[src/rtl/wm_pkg.sv]
// Shared definitions for the washing-machine buzzer driver.
// Holds the FSM state encoding, the default timing constants and the
// register widths used by wm_buzzer and wm_tone_gen.
package wm_pkg;

  typedef logic [1:0] buz_state_t;

  localparam buz_state_t ST_IDLE = 2'd0;
  localparam buz_state_t ST_ON   = 2'd1;
  localparam buz_state_t ST_OFF  = 2'd2;

  // Defaults: 2 kHz tone at 50 MHz, 100 ms beeps, 100 ms gaps, 3-beep melody.
  localparam int TONE_HALF_CNT_DEF = 12500;
  localparam int BEEP_ON_MS_DEF    = 100;
  localparam int BEEP_OFF_MS_DEF   = 100;
  localparam int DONE_BEEP_NUM_DEF = 3;

  localparam int MS_W   = 10;
  localparam int BEEP_W = 4;
  localparam int TONE_W = 16;

endpackage

[src/rtl/wm_tone_gen.sv]
// Square-wave tone generator for the buzzer.
// Ports:
//   clk     in  system clock
//   rst     in  asynchronous active-high reset
//   restart in  forces count=0 and phase=1 (start of a tone burst)
//   en      in  count clk cycles; when low the generator parks at count=0, phase=0
//   tone    out current tone phase
module wm_tone_gen
  import wm_pkg::*;
#(
  parameter int HALF_CNT = TONE_HALF_CNT_DEF
) (
  input  logic clk,
  input  logic rst,
  input  logic restart,
  input  logic en,
  output logic tone
);

  localparam logic [TONE_W-1:0] HALF_LAST = TONE_W'(HALF_CNT - 1);

  logic [TONE_W-1:0] tone_cnt_q;
  logic              phase_q;

  always_ff @(posedge clk or posedge rst) begin
    if (rst) begin
      tone_cnt_q <= '0;
      phase_q    <= 1'b0;
    end else if (restart) begin
      tone_cnt_q <= '0;
      phase_q    <= 1'b1;
    end else if (en) begin
      if (tone_cnt_q == HALF_LAST) begin
        tone_cnt_q <= '0;
        phase_q    <= ~phase_q;
      end else begin
        tone_cnt_q <= tone_cnt_q + 1'b1;
      end
    end else begin
      tone_cnt_q <= '0;
      phase_q    <= 1'b0;
    end
  end

  assign tone = phase_q;

endmodule

[src/rtl/wm_buzzer.sv]
// Buzzer pattern driver: turns one-cycle beep/done requests into timed
// square-wave bursts on the buzzer pin, timed from the shared 1 ms tick.
// Ports:
//   clk           in  system clock
//   rst           in  asynchronous active-high reset
//   clkCnt_1msEnd in  one-cycle pulse every 1 ms
//   beep_req      in  request a single short beep
//   done_req      in  request the done melody (wins over beep_req)
//   stop          in  abort any pattern (highest priority)
//   mute          in  only when WM_BUZ_MUTE_EN is defined: silences buz_out
//                     without affecting sequencing
//   buz_out       out square-wave drive to the buzzer
//   buz_busy      out high while a pattern is in progress
// Optional feature macro: WM_BUZ_MUTE_EN
module wm_buzzer
  import wm_pkg::*;
#(
  parameter int TONE_HALF_CNT = TONE_HALF_CNT_DEF,
  parameter int BEEP_ON_MS    = BEEP_ON_MS_DEF,
  parameter int BEEP_OFF_MS   = BEEP_OFF_MS_DEF,
  parameter int DONE_BEEP_NUM = DONE_BEEP_NUM_DEF
) (
  input  logic clk,
  input  logic rst,
  input  logic clkCnt_1msEnd,
  input  logic beep_req,
  input  logic done_req,
  input  logic stop,
`ifdef WM_BUZ_MUTE_EN
  input  logic mute,
`endif
  output logic buz_out,
  output logic buz_busy
);

  localparam logic [MS_W-1:0]   ON_LAST   = MS_W'(BEEP_ON_MS - 1);
  localparam logic [MS_W-1:0]   OFF_LAST  = MS_W'(BEEP_OFF_MS - 1);
  localparam logic [BEEP_W-1:0] DONE_LAST = BEEP_W'(DONE_BEEP_NUM - 1);

  buz_state_t        state_q, state_d;
  logic [MS_W-1:0]   ms_cnt_q, ms_cnt_d;
  logic [BEEP_W-1:0] beep_left_q, beep_left_d;
  logic              tone_restart;
  logic              tone;

  // State and counter registers.
  always_ff @(posedge clk or posedge rst) begin
    if (rst) begin
      state_q     <= ST_IDLE;
      ms_cnt_q    <= '0;
      beep_left_q <= '0;
    end else begin
      state_q     <= state_d;
      ms_cnt_q    <= ms_cnt_d;
      beep_left_q <= beep_left_d;
    end
  end

  // Next-state and counter logic.
  always_comb begin
    state_d      = state_q;
    ms_cnt_d     = ms_cnt_q;
    beep_left_d  = beep_left_q;
    tone_restart = 1'b0;

    if (stop) begin
      state_d     = ST_IDLE;
      ms_cnt_d    = '0;
      beep_left_d = '0;
    end else begin
      case (state_q)
        ST_IDLE: begin
          if (done_req || beep_req) begin
            state_d      = ST_ON;
            ms_cnt_d     = '0;
            beep_left_d  = done_req ? DONE_LAST : '0;
            tone_restart = 1'b1;
          end
        end
        ST_ON: begin
          // A done request arriving on a single beep upgrades it to the
          // melody; the current burst restarts as the melody's first beep.
          if (done_req && beep_left_q == '0) begin
            ms_cnt_d     = '0;
            beep_left_d  = DONE_LAST;
            tone_restart = 1'b1;
          end else if (clkCnt_1msEnd) begin
            if (ms_cnt_q == ON_LAST) begin
              ms_cnt_d = '0;
              state_d  = (beep_left_q == '0) ? ST_IDLE : ST_OFF;
            end else begin
              ms_cnt_d = ms_cnt_q + 1'b1;
            end
          end
        end
        ST_OFF: begin
          if (clkCnt_1msEnd) begin
            if (ms_cnt_q == OFF_LAST) begin
              ms_cnt_d     = '0;
              state_d      = ST_ON;
              beep_left_d  = beep_left_q - 1'b1;
              tone_restart = 1'b1;
            end else begin
              ms_cnt_d = ms_cnt_q + 1'b1;
            end
          end
        end
        default: begin
          state_d     = ST_IDLE;
          ms_cnt_d    = '0;
          beep_left_d = '0;
        end
      endcase
    end
  end

  // The tone keeps counting only while the FSM stays in ON, so leaving ON
  // (including via stop) clears the tone counter on the same edge.
  wm_tone_gen #(
    .HALF_CNT (TONE_HALF_CNT)
  ) u_tone (
    .clk     (clk),
    .rst     (rst),
    .restart (tone_restart),
    .en      (state_d == ST_ON),
    .tone    (tone)
  );

  // Outputs.
  always_comb begin
    buz_busy = (state_q != ST_IDLE);
`ifdef WM_BUZ_MUTE_EN
    buz_out  = (state_q == ST_ON) && tone && !mute;
`else
    buz_out  = (state_q == ST_ON) && tone;
`endif
  end

endmodule

[config.mk]
export PLATFORM = sky130hd
export DESIGN_NAME = wm_buzzer
export DESIGN_NICKNAME = d
export VERILOG_FILES = /design/src/rtl/wm_pkg.sv /design/src/rtl/wm_tone_gen.sv /design/src/rtl/wm_buzzer.sv
export SDC_FILE = /design/constraint.sdc
export NUM_CORES = 1
export LEC_CHECK = 0
export ABC_AREA = 1
export CORE_MARGIN = 4
export CORE_UTILIZATION = 24
export DETAILED_ROUTE_END_ITERATION = 12
export HOLD_SLACK_MARGIN = 0.08
export PLACE_DENSITY_LB_ADDON = 0.15
export RECOVER_POWER = 50
export SLEW_MARGIN = 20
export SYNTH_ARGS = -nofsm -noshare
export SYNTH_HDL_FRONTEND = slang
export SYNTH_SLANG_ARGS = --single-unit
[constraint.sdc]
create_clock -name clk -period 2.8 [get_ports clk]
set_clock_uncertainty 0.15 [all_clocks]
set_input_delay 0.56 -clock clk [delete_from_list [all_inputs] [get_ports clk]]
set_output_delay 0.56 -clock clk [all_outputs]
set_load 0.02 [all_outputs]
==> impl_summary.md <==
Finish
The area added between synthesis and finish is 14.13%. In the layout the commonest cells are nand2_1, inv_1, nor2_1, dfrtp_1, nand3_1. Of the cells placed in the final design, the portion with a size suffix greater than 1 is 11.31%.

The final-layout fill cell count is 904. The commonest non-fill, non-tap cell in the layout is nand2_1. The number of antenna diodes in the final layout is 0. The final-stage net count is 288.

The design area is 2295 sq um.

Run status
The run finished with clean final reports.

GRT
The number of global-route vias before repair is 1589. The global-route wire length before repair is 7362 um. The aggregate global routing overflow is 0. The maximum number of pins on one net before global-route repair is 34. The number of antenna violations at the first check in global routing is 0.

The total global-route track usage is 9.314%.

Setup path
Tracing the worst setup path back leads to its startpoint at state_q[1]$_DFF_PP0_. The worst setup path is launched from a flip-flop. The critical path runs through a total of 5 cells. The worst register-to-register path ends at u_tone.tone_cnt_q[15]$_DFF_PP0_. The slowest library cell on the worst path is clkdlybuf4s50_1. The number of buffers and inverters on the critical path is 3. The critical path goes through inv_1, ha_1, nand2_1, inv_1, clkdlybuf4s50_1. The critical path start-end classification is flip-flop to output port.

On the worst path, the slowest cell contributes a delay of 590 ps. Among cell families on the critical path, the largest total delay comes from buffers and inverters. The startpoint of the worst-slack reg-to-reg timing path is ms_cnt_q[0]$_DFFE_PP0N_. The cell occurring most often along the worst timing path is inv_1. The sort of element at the end of the critical path is an output port. The maximum fanout count along the critical path is 4. The data required time of the critical path is 2090 ps. Data on the critical path arrives at its endpoint at 1780 ps. The depth of the most critical reg-to-reg path is 10.

The setup check on the worst reg-to-reg path leaves a slack of 570 ps.

Placed design
Summing all placed instances gives a cell area of 2216 sq um. Routability-driven placement finished with a final weighted congestion of 0.8224. Input and output buffers added on the ports amount to 7. The HPWL after detailed placement is 3207 um.

Floorplanning
The x dimension of the die is 99.53 um. The floorplan step set the die height to 99.53 um. The total die area is 9906 sq um. The starting utilization of the core area is 24.59%. After floorplanning, the core was divided into 33 placement rows.

After floorplanning, the core was sized to cover 8175 sq um. Pin placement for this block handled 8 I/O pins.

Synth
The biggest area consumer among synthesized cells is dfrtp_1. Each instance of the synthesized netlist takes up on average 7.763 sq um. The synthesized netlist occupies a cell area of 2011 sq um. The cell count after synthesis is 259. The proportion of netlist area held by the largest area contributor is 41.07%. The post-synth net total is 273. The synthesized design contains 33 register bits.

The sequential area share after synthesis is 41.07%. The number of distinct library cells after synthesis is 28. The synthesis warning total is 0. In the post-synthesis netlist, the biggest area contributors are dfrtp_1, nand2_1, inv_1, nor2_1, ha_1.

Hold path
The hold path endpoint is u_tone.tone_cnt_q[0]$_DFF_PP0_. The type of the worst min-delay path is flip-flop to flip-flop. In this run the most critical hold path is launched from u_tone.tone_cnt_q[0]$_DFF_PP0_. The cell depth of the worst min-delay path is 1.

Power
The switching power is 0.2632 mW. The power density over the cells is 430.8 nW/um^2. The combinational share of power is 12.6%. The largest vdd supply drop is 0.0001366 V.

The switching portion of total power is 26.63%. The proportion of power drawn by flip-flops and latches is 50.2%. In this run, the clock network consumes 37.1% of the power.

Summed over all cells, the static leakage comes to 0.9851 nW. Internal power comes to 0.7253 mW.

Clock tree
The number of cells upsized or downsized after cts is 0. Counting the buffers created by CTS gives 5. CTS saw 33 sinks. After clock tree synthesis, the clock-pin slew on the worst setup and hold paths is 70 ps. The clock latency on the worst-skew pair is 280 ps.

The tree is rooted in a clkbuf_8. In this run the deepest clock path goes through 2 buffers. The number of H-tree branching levels is 2.

The number of buffers added to fix hold violations after cts is 0. The buffer count from post-CTS setup fixing is 0. The CTS tree is built.

Detailed routing
Dividing the detail-routed via count by the number of cells gives 4.272. The final route contains 1619 vias. The number of violations reported at the end of detailed-routing iteration 0 is 52. The post-detailed-route count of antenna-violating nets is 0. After detailed routing, the total wire length is 4307 um. The average detailed-routed wire length per instance is 11.36 um. The total iterations of the first detailed-routing run is 4. The remaining routing DRC violations is 0.

STA
The post-route minimum period is 2490 ps. The hold violation total from the final report came to 0. The highest achievable clock rate is 0.4017 GHz. The period utilization is 88.91%. Headroom to the max-slew limit came out at 41.25%.

The number of slew-limit violations in the final report was 0. The slew of the pin with the lowest slew margin is 881.2 ps. Adding up every negative setup slack in the final design gives 0 ps.

Setup repair after global routing left no endpoint under its margin. Final hold analysis gives a worst-case slack of 320.6 ps. The number of setup violations in the final report is 0.

Flow run
Max-cap violations in this run came to 0.
per-layer routing:
layer | track usage (%) | vias up | share of wire [%]
li1 | - | 847 | -
met1 | 12.10 | 746 | 50
met2 | 14.41 | 18 | 45
met3 | 3.436 | 8 | 3.7
met4 | 2.836 | 0 | 1.5
met5 | 0 | - | 0
power groups by stage:
stage          logic [mW]  registers (mW)  clock network, mW
2_1_floorplan      0.0906           0.503                  0
3_3_place_gp        0.131           0.506                  0
3_5_place_dp        0.128           0.506                  0
4_1_cts             0.129           0.497              0.388
5_1_grt             0.141           0.498              0.414
6_report            0.125           0.497              0.367
synthesized netlist by cell type:
cell type	number
xnor2_1	3
inv_1	41
dfrtp_1	33
nor3b_1	1
ha_1	8
xor2_1	10
o22ai_1	2
nand3_2	1
nand2_1	50
or2_2	1
buf_6	1
nor2_2	13
nand3_4	1
nor2_1	35
o21bai_1	1
nand3_1	14
a211oi_1	2
o21ai_2	1
clkinv_1	1
o21ai_0	9
a21oi_1	5
a21oi_2	2
nand2_2	2
nor3_1	7
inv_2	1
nand4_1	9
nor4_1	3
a21oi_4	2
how the worst max path moves through the flow:
stage / end / slack, ps
finish: buz_out / 310
global route: buz_out / 200
global placement: u_tone.tone_cnt_q[11]$_DFF_PP0_ / 240
CTS: buz_out / 270
detailed placement: u_tone.tone_cnt_q[15]$_DFF_PP0_ / 190
floorplan: ms_cnt_q[2]$_DFFE_PP0N_ / 750
logic make-up (layout without fill, tap and decap cells):
logic type      Yosys count  after routing  synth area share [%]
simple gates            137            137                 31.55
xor+xnor                 13             13                 5.663
buf+inv                  44             59                 8.587
compound gates           24             24                 8.151
fa+ha+maj                 8              8                 4.978
flops                    33             33                 41.07
flip-flops by register name (all words and copies together) (netlist names):
name	flops
beep_left_q	4
ms_cnt_q	10
state_q	2
u_tone.tone	1
u_tone.tone_cnt_q	16
per-stage QoR:
step	utilization (%)	setup WS (ps)	cells	power, mW
final	28.07	310.4	379	0.9885
after global routing	28.07	200.9	379	1.054
after CTS	28.16	274.4	379	1.014
after detailed placement	27.10	194.5	372	0.6341
after global placement	27.10	244.1	372	0.6363
after floorplan	-	752.7	259	0.5939
final cells by class:
cell class / count / area (sq um) / share of cell area, %
clock buffers: 7 / 86.33 / 3.762
inverters: 43 / 161.4 / 7.034
multi-input cells: 182 / 1007 / 43.89
flip-flops and latches: 33 / 825.8 / 35.99
well taps: 105 / 131.4 / 5.725
repair buffers: 9 / 82.58 / 3.599
Note: power is estimated with default switching activity, not from simulation.
